<file path="src/rtl/seq_multiplier.sv">
// Sequential shift-add multiplier: one multiplier bit retired per clock, signed or
// unsigned per operation, valid/ready handshakes on both sides.
module seq_multiplier #(
   parameter int WIDTH = 8,
   parameter int CNT_W = $clog2(WIDTH + 1)
) (
   input  logic                 clk,
   input  logic                 rst_n,
   input  logic                 in_valid,
   output logic                 in_ready,
   input  logic [WIDTH-1:0]     a,
   input  logic [WIDTH-1:0]     b,
   input  logic                 signed_mode,
   output logic                 out_valid,
   input  logic                 out_ready,
   output logic [2*WIDTH-1:0]   product,
   output logic                 busy
);

   typedef enum logic [1:0] {IDLE, BUSY, DONE} state_t;

   localparam logic [CNT_W-1:0] LAST_STEP = CNT_W'(WIDTH - 1);

   state_t               state_q;
   logic [WIDTH-1:0]     mcand_q;
   logic [WIDTH-1:0]     acc_q;
   logic [WIDTH-1:0]     mplier_q;
   logic                 neg_q;
   logic [CNT_W-1:0]     cnt_q;
   logic [2*WIDTH-1:0]   product_q;
   logic                 out_valid_q;
   logic                 busy_q;

   logic [WIDTH-1:0]     mag_a_d;
   logic [WIDTH-1:0]     mag_b_d;
   logic [WIDTH:0]       sum_d;
   logic [WIDTH-1:0]     acc_d;
   logic [WIDTH-1:0]     mplier_d;
   logic [2*WIDTH-1:0]   result_d;

   // Magnitude of -2^(WIDTH-1) wraps to 2^(WIDTH-1), which is exact as an unsigned value.
   always_comb begin
      mag_a_d  = (signed_mode && a[WIDTH-1]) ? -a : a;
      mag_b_d  = (signed_mode && b[WIDTH-1]) ? -b : b;
      sum_d    = {1'b0, acc_q} + (mplier_q[0] ? {1'b0, mcand_q} : '0);
      acc_d    = sum_d[WIDTH:1];
      mplier_d = {sum_d[0], mplier_q[WIDTH-1:1]};
      result_d = neg_q ? -{acc_d, mplier_d} : {acc_d, mplier_d};
   end

   always_ff @(posedge clk or negedge rst_n) begin
      if (!rst_n) begin
         state_q     <= IDLE;
         mcand_q     <= '0;
         acc_q       <= '0;
         mplier_q    <= '0;
         neg_q       <= 1'b0;
         cnt_q       <= '0;
         product_q   <= '0;
         out_valid_q <= 1'b0;
         busy_q      <= 1'b0;
      end else begin
         case (state_q)
            IDLE: begin
               if (in_valid) begin
                  mcand_q  <= mag_a_d;
                  mplier_q <= mag_b_d;
                  acc_q    <= '0;
                  cnt_q    <= '0;
                  neg_q    <= signed_mode & (a[WIDTH-1] ^ b[WIDTH-1]);
                  busy_q   <= 1'b1;
                  state_q  <= BUSY;
               end
            end
            BUSY: begin
               acc_q    <= acc_d;
               mplier_q <= mplier_d;
               cnt_q    <= cnt_q + CNT_W'(1);
               // The final step writes the product from the shifted value directly.
               if (cnt_q == LAST_STEP) begin
                  product_q   <= result_d;
                  out_valid_q <= 1'b1;
                  busy_q      <= 1'b0;
                  state_q     <= DONE;
               end
            end
            DONE: begin
               if (out_ready) begin
                  out_valid_q <= 1'b0;
                  state_q     <= IDLE;
               end
            end
            default: begin
               state_q <= IDLE;
            end
         endcase
      end
   end

   assign in_ready  = (state_q == IDLE);
   assign out_valid = out_valid_q;
   assign product   = product_q;
   assign busy      = busy_q;

endmodule

</file>
<file path="config.mk">
export PLATFORM = sky130hd
export DESIGN_NAME = seq_multiplier
export DESIGN_NICKNAME = d
export VERILOG_FILES = /design/src/rtl/seq_multiplier.sv
export SDC_FILE = /design/constraint.sdc
export NUM_CORES = 1
export LEC_CHECK = 0
export CAP_MARGIN = 10
export CORE_ASPECT_RATIO = 0.9
export CORE_MARGIN = 2
export CORE_UTILIZATION = 40
export DETAILED_ROUTE_END_ITERATION = 10
export PLACE_DENSITY = 0.63
export REMOVE_ABC_BUFFERS = 1
export SYNTH_ARGS = -nofsm -noshare
export SYNTH_HDL_FRONTEND = slang
export SYNTH_SLANG_ARGS = --single-unit
</file>
<file path="constraint.sdc">
create_clock -name clk -period 6.9 [get_ports clk]
set_input_delay 1.38 -clock clk [delete_from_list [all_inputs] [get_ports clk]]
set_output_delay 1.38 -clock clk [all_outputs]
set_load 0.01 [all_outputs]
</file>
== Word level (Yosys, flattened, before mapping) ==
Cells that the tools add are included.

* Flip-flop bits (word level): 49
* Bits of input ports: 21
* Output and inout bits: 19
* Word-level logic and storage cells: 53

* Add/sub/neg operators: 5
* Eq/ne operators: 6
* Muxes and demuxes: 20
* Bitwise gates (word level): 2
* Reduce and logical (&&, ||, !) cells: 11

{| class="wikitable"
|+ Operators by type and width
! operator !! count
|-
| 8-bit two-way mux || 5
|-
| 8-bit case mux with 2 select lines || 2
|-
| 16-bit two-way mux || 1
|-
| 16-bit negation || 1
|-
| 8-bit negation || 2
|-
| 8-bit by 8-bit adder with 9-bit output || 1
|-
| 3-bit AND reduction || 3
|-
| 4-bit case mux with 2 select lines || 1
|-
| 2-bit two-way mux || 3
|-
| 2-bit inequality test (second input constant) || 3
|-
| 2-bit case mux with 3 select lines || 1
|-
| 2-bit AND reduction || 3
|-
| 4-bit by 1-bit adder with 4-bit output (second input constant) || 1
|-
| 4-bit by 3-bit equality test with 1-bit output (second input constant) || 1
|-
| 1-bit two-way mux || 4
|-
| 4-bit two-way mux || 1
|-
| 1-bit case mux with 2 select lines || 2
|-
| 2-bit nonzero test || 2
|-
| 2-bit by 1-bit equality test with 1-bit output (second input constant) || 1
|-
| 2-bit equality test (second input constant) || 1
|-
| 1-bit logical AND || 2
|-
| 2-bit zero test || 1
|-
| 1-bit AND || 1
|-
| 1-bit bitwise XOR || 1
|}

== Logic depth before layout (Yosys ltp) ==
* Depth after elaboration: 4
* Mapped depth: 10

== Worst setup path after synthesis ==
OpenSTA, ideal clock, no wires.

* Path type: reg2reg
* From: register mplier_q[0]
* To: register product_q[14], in the netlist product[14]
* Data arrival time: 2.576 ns
* Data required time: 6.781 ns
* Slack: 4.205 ns
* Stages on the path, launching flop included: 11
* Buffers on the path: 0
* Period minus slack after synthesis: 2.695 ns
* Cell sequence: dfrtp_1 -> and2_1 -> ha_1 -> fa_1 -> xnor2_1 -> nand2_1 -> or3_1 -> or3_4 -> o31ai_4 -> xnor2_1 -> o21ai_2

* Longest elaborated chain between the ends: 4

{| class="wikitable"
|+ RTL lines
! what !! RTL line !! text
|-
| from (decl) || 27 || <nowiki>logic [WIDTH-1:0] mplier_q;</nowiki>
|-
| from (signal assigned) || 67 || <nowiki>mplier_q <= mag_b_d;</nowiki>
|-
| from (signal assigned) || 77 || <nowiki>mplier_q <= mplier_d;</nowiki>
|-
| 8-bit two-way mux (*) || 45 || <nowiki>sum_d = {1'b0, acc_q} + (mplier_q[0] ? {1'b0, mcand_q} : '0);</nowiki>
|-
| 8-bit by 8-bit adder with 9-bit output (*) || 45 ||
|-
| 16-bit negation || 48 || <nowiki>result_d = neg_q ? -{acc_d, mplier_d} : {acc_d, mplier_d};</nowiki>
|-
| 16-bit two-way mux (*) || 48 ||
|-
| to (signal assigned) || 81 || <nowiki>product_q <= result_d;</nowiki>
|-
| to (decl) || 30 || <nowiki>logic [2*WIDTH-1:0] product_q;</nowiki>
|}

Mark *: on every way between the ends. The rest lies on a longest branch, timed or not.
A chain may end at the register's enable or synchronous reset.

== Final worst setup path ==
Ends and elaborated chain as after synthesis.

==> impl_metrics.ini <==
[clock_tree]
htree_levels = 2
cts.sinks = 49
root_buffer = clkbuf_8
clock_latency_ps = 300
cts_hold_buf = 0
post_cts_resized = 0
post_cts_buffers = 0
cts_tree = done
clk_pin_slew_worst_paths_ps = 80
cts_inserted_buffers = 5
cts_max_path_buffers = 2

[timing]
maxSlewViolCount = 0
hold_viol = 0
fin_skew_ps = 9.00
worst_pin_slew_ps = 1040
setup_tns_ps = 0
period_needed_ps = 2990
final.period_utilization_pct = 43.3
slew_headroom_pct = 30.7
clock.fmax_ghz = 0.334
rsz0062_at_grt = false
setup_viol = 0

[global_route]
gr-total-overflow = 0
grt_pass1_wl_um = 9920
antenna_found_initial = 0
grt_pass1_vias = 2101
grt_max_degree = 50
grt_util_all_layers_pct = 15.8

[route]
wl_met1_um = 2800
routedWlPerCell_um = 12.5
first_pass_iters = 4
wl_met3_um = 264
ant_nets = 0
dr_wl_met2_um = 2410
drt_drc_violations_left = 0
routed_wl_um = 5560
viasPerCell = 5.01
vias = 2231
drtIter0Drc = 147
routed.top_layer = met4

[yosys]
synth-seq-cells = 49
synth_top_area_share_pct = 43.2
syn_area_mm2 = 0.00284
syn_inst = 319
ys_warn_count = 0
ys_seq_area_share_pct = 43.2
synth_edf_count = 0
synthTopCellsByArea = dfrtp_1 (43%), o21ai_0 (7.4%), nand2_1 (7.1%), ha_1 (5.3%), xnor2_1 (4.9%)
synth_cell_types = 41
avgSynthCellArea_um2 = 8.90
synth_top_area_cell = dfrtp_1
synthArstFlopShare_pct = 100
synth_ff_type = dfrtp_1

[die]
chipWidth_um = 92.8
dieArea_mm2 = 0.00779
dieHeight_um = 83.9
io_pins = 40
core-area_mm2 = 0.00697
rows = 29
start_util_pct = 40.7

[worst_hold_path]
hp-class = register to register

[job]
max_cap_violations = 0

[layout]
fin_nets = 386
drive_above_1_share_pct = 3.69
seqCellArea_mm2 = 0.00123
fillers = 691
fin_cells = 445
n_antenna_cell = 0
multi_input_area_mm2 = 0.00152
area_growth_pct = 19.2

[place]
dpl.hpwl_um = 4210
dp.cells = 438
gp_congestion = 0.775
numPortBuffers = 39

[power]
p_per_area_mw_per_mm2 = 440
cellLeakagePower_uw = 0.00148
irDropWorstVdd_mv = 0.122

[worst_setup_path]
worst_setup_path_end_kind = register
required_ps = 7060
path_max_fanout = 9
critPathArrivalTime_ps = 3150
start_kind = register
critPathKind = register to register

[outcome]
status = finished, final reports clean
==> cell families after synthesis <==
group	Yosys count	synth area share, %
AOI/OAI and AO/OA	79	16.9
muxes	4	1.41
and+or+nand+nor	122	19.8
xor gates and xnor gates	31	9.57
adders and majority gates	13	6.00
buffers and inverters	21	3.17
DFF	49	43.2
==> registers in the layout (all words and copies together), names as in the netlist <==
name       cells
out_valid      1
mplier_q       8
product       16
acc_q          8
mcand_q        8
cnt_q          4
neg_q          1
busy           1
state_q        2
==> cell type report <==
type | instances | share of cell area [%]
clock buffer | 5 | 2.03
clock inverter | 2 | 1.04
inverter | 8 | 0.888
multi-input combinational | 249 | 45.0
sequential | 49 | 36.2
tap | 93 | 3.44
timing repair buffer | 39 | 11.4
==> power breakdown <==
part	switching [uW]	internal [uW]
Combinational	417	347
Sequential	111	417
Clock	91.3	105
Total	619	869
==> placed cells by master (no fill, tap or decap), drive strengths merged, types with 2 or more instances in the layout <==
master,count
nor2,25
nor3,4
a22oi,6
a21oi,8
inv,8
nand3,15
and2,9
o31ai,6
or3,5
a21o,3
or4,2
o211ai,2
dfrtp,49
clkbuf,5
a31oi,4
ha,12
nand2b,4
mux2i,4
xor2,15
o21ai,44
xnor2,16
clkdlybuf4s50,38
nand2,54
==> worst max-delay path, cell delays in order (launching register included) <==
cell     delay [ps]
dfrtp_1         460
and2_1          180
ha_1            220
fa_1            400
xnor2_1         320
nand2_1         160
or3_1           350
or3_4           360
o31ai_4         190
xnor2_1         170
o21ai_2          60
==> metal layers <==
| layer | global-route usage [%] | up-vias |
|---|---|---|
| li1 | - | 1168 |
| met5 | 0 | - |
| met1 | 22.7 | 1009 |
| met3 | 2.71 | 5 |
| met2 | 24.2 | 49 |
| met4 | 5.21 | 0 |
==> worst paths after layout <==
| path | from | end | slack [ps] | cells after the start |
|---|---|---|---|---|
| max | mplier_q[0] | product[14] | 3910 | 10 |
| min | mcand_q[0] | mcand_q[0] | 480 | 2 |
| max reg2reg | mplier_q[0] | product[14] | 3910 | 10 |
| min reg2reg | mcand_q[0] | mcand_q[0] | 480 | 2 |
| max in group asynchronous | rst_n | acc_q[5] | 5010 | 1 |
| min in group asynchronous | rst_n | state_q[0] | 1260 | 1 |
==> stage by stage <==
step | util, % | cell area (um^2) | setup slack (ps) | power, uW | hold slack (ps)
final | 48.6 | 3380 | 3910 | 1490 | 481
after global routing | 48.6 | 3380 | 3690 | 1650 | 511
after CTS | 48.6 | 3380 | 3910 | 1500 | 487
after detailed placement | 47.1 | 3280 | 3860 | 1300 | 467
after global placement | 47.1 | 3280 | 3890 | 1280 | 458
after floorplan | - | 2780 | 4180 | 1050 | 438
==> synth_stat cells (4+ instances only) <==
cell type	n
a21oi_1	8
a22oi_1	6
a31oi_1	4
and2_1	9
clkbuf_1	9
dfrtp_1	49
ha_1	12
inv_1	8
mux2i_1	4
nand2_1	54
nand3_1	15
nor2_1	25
nor3_1	4
o21ai_0	42
o31ai_1	5
or3_1	4
xnor2_1	16
xor2_1	15
No activity file was read; power rests on OpenSTA's default activity.
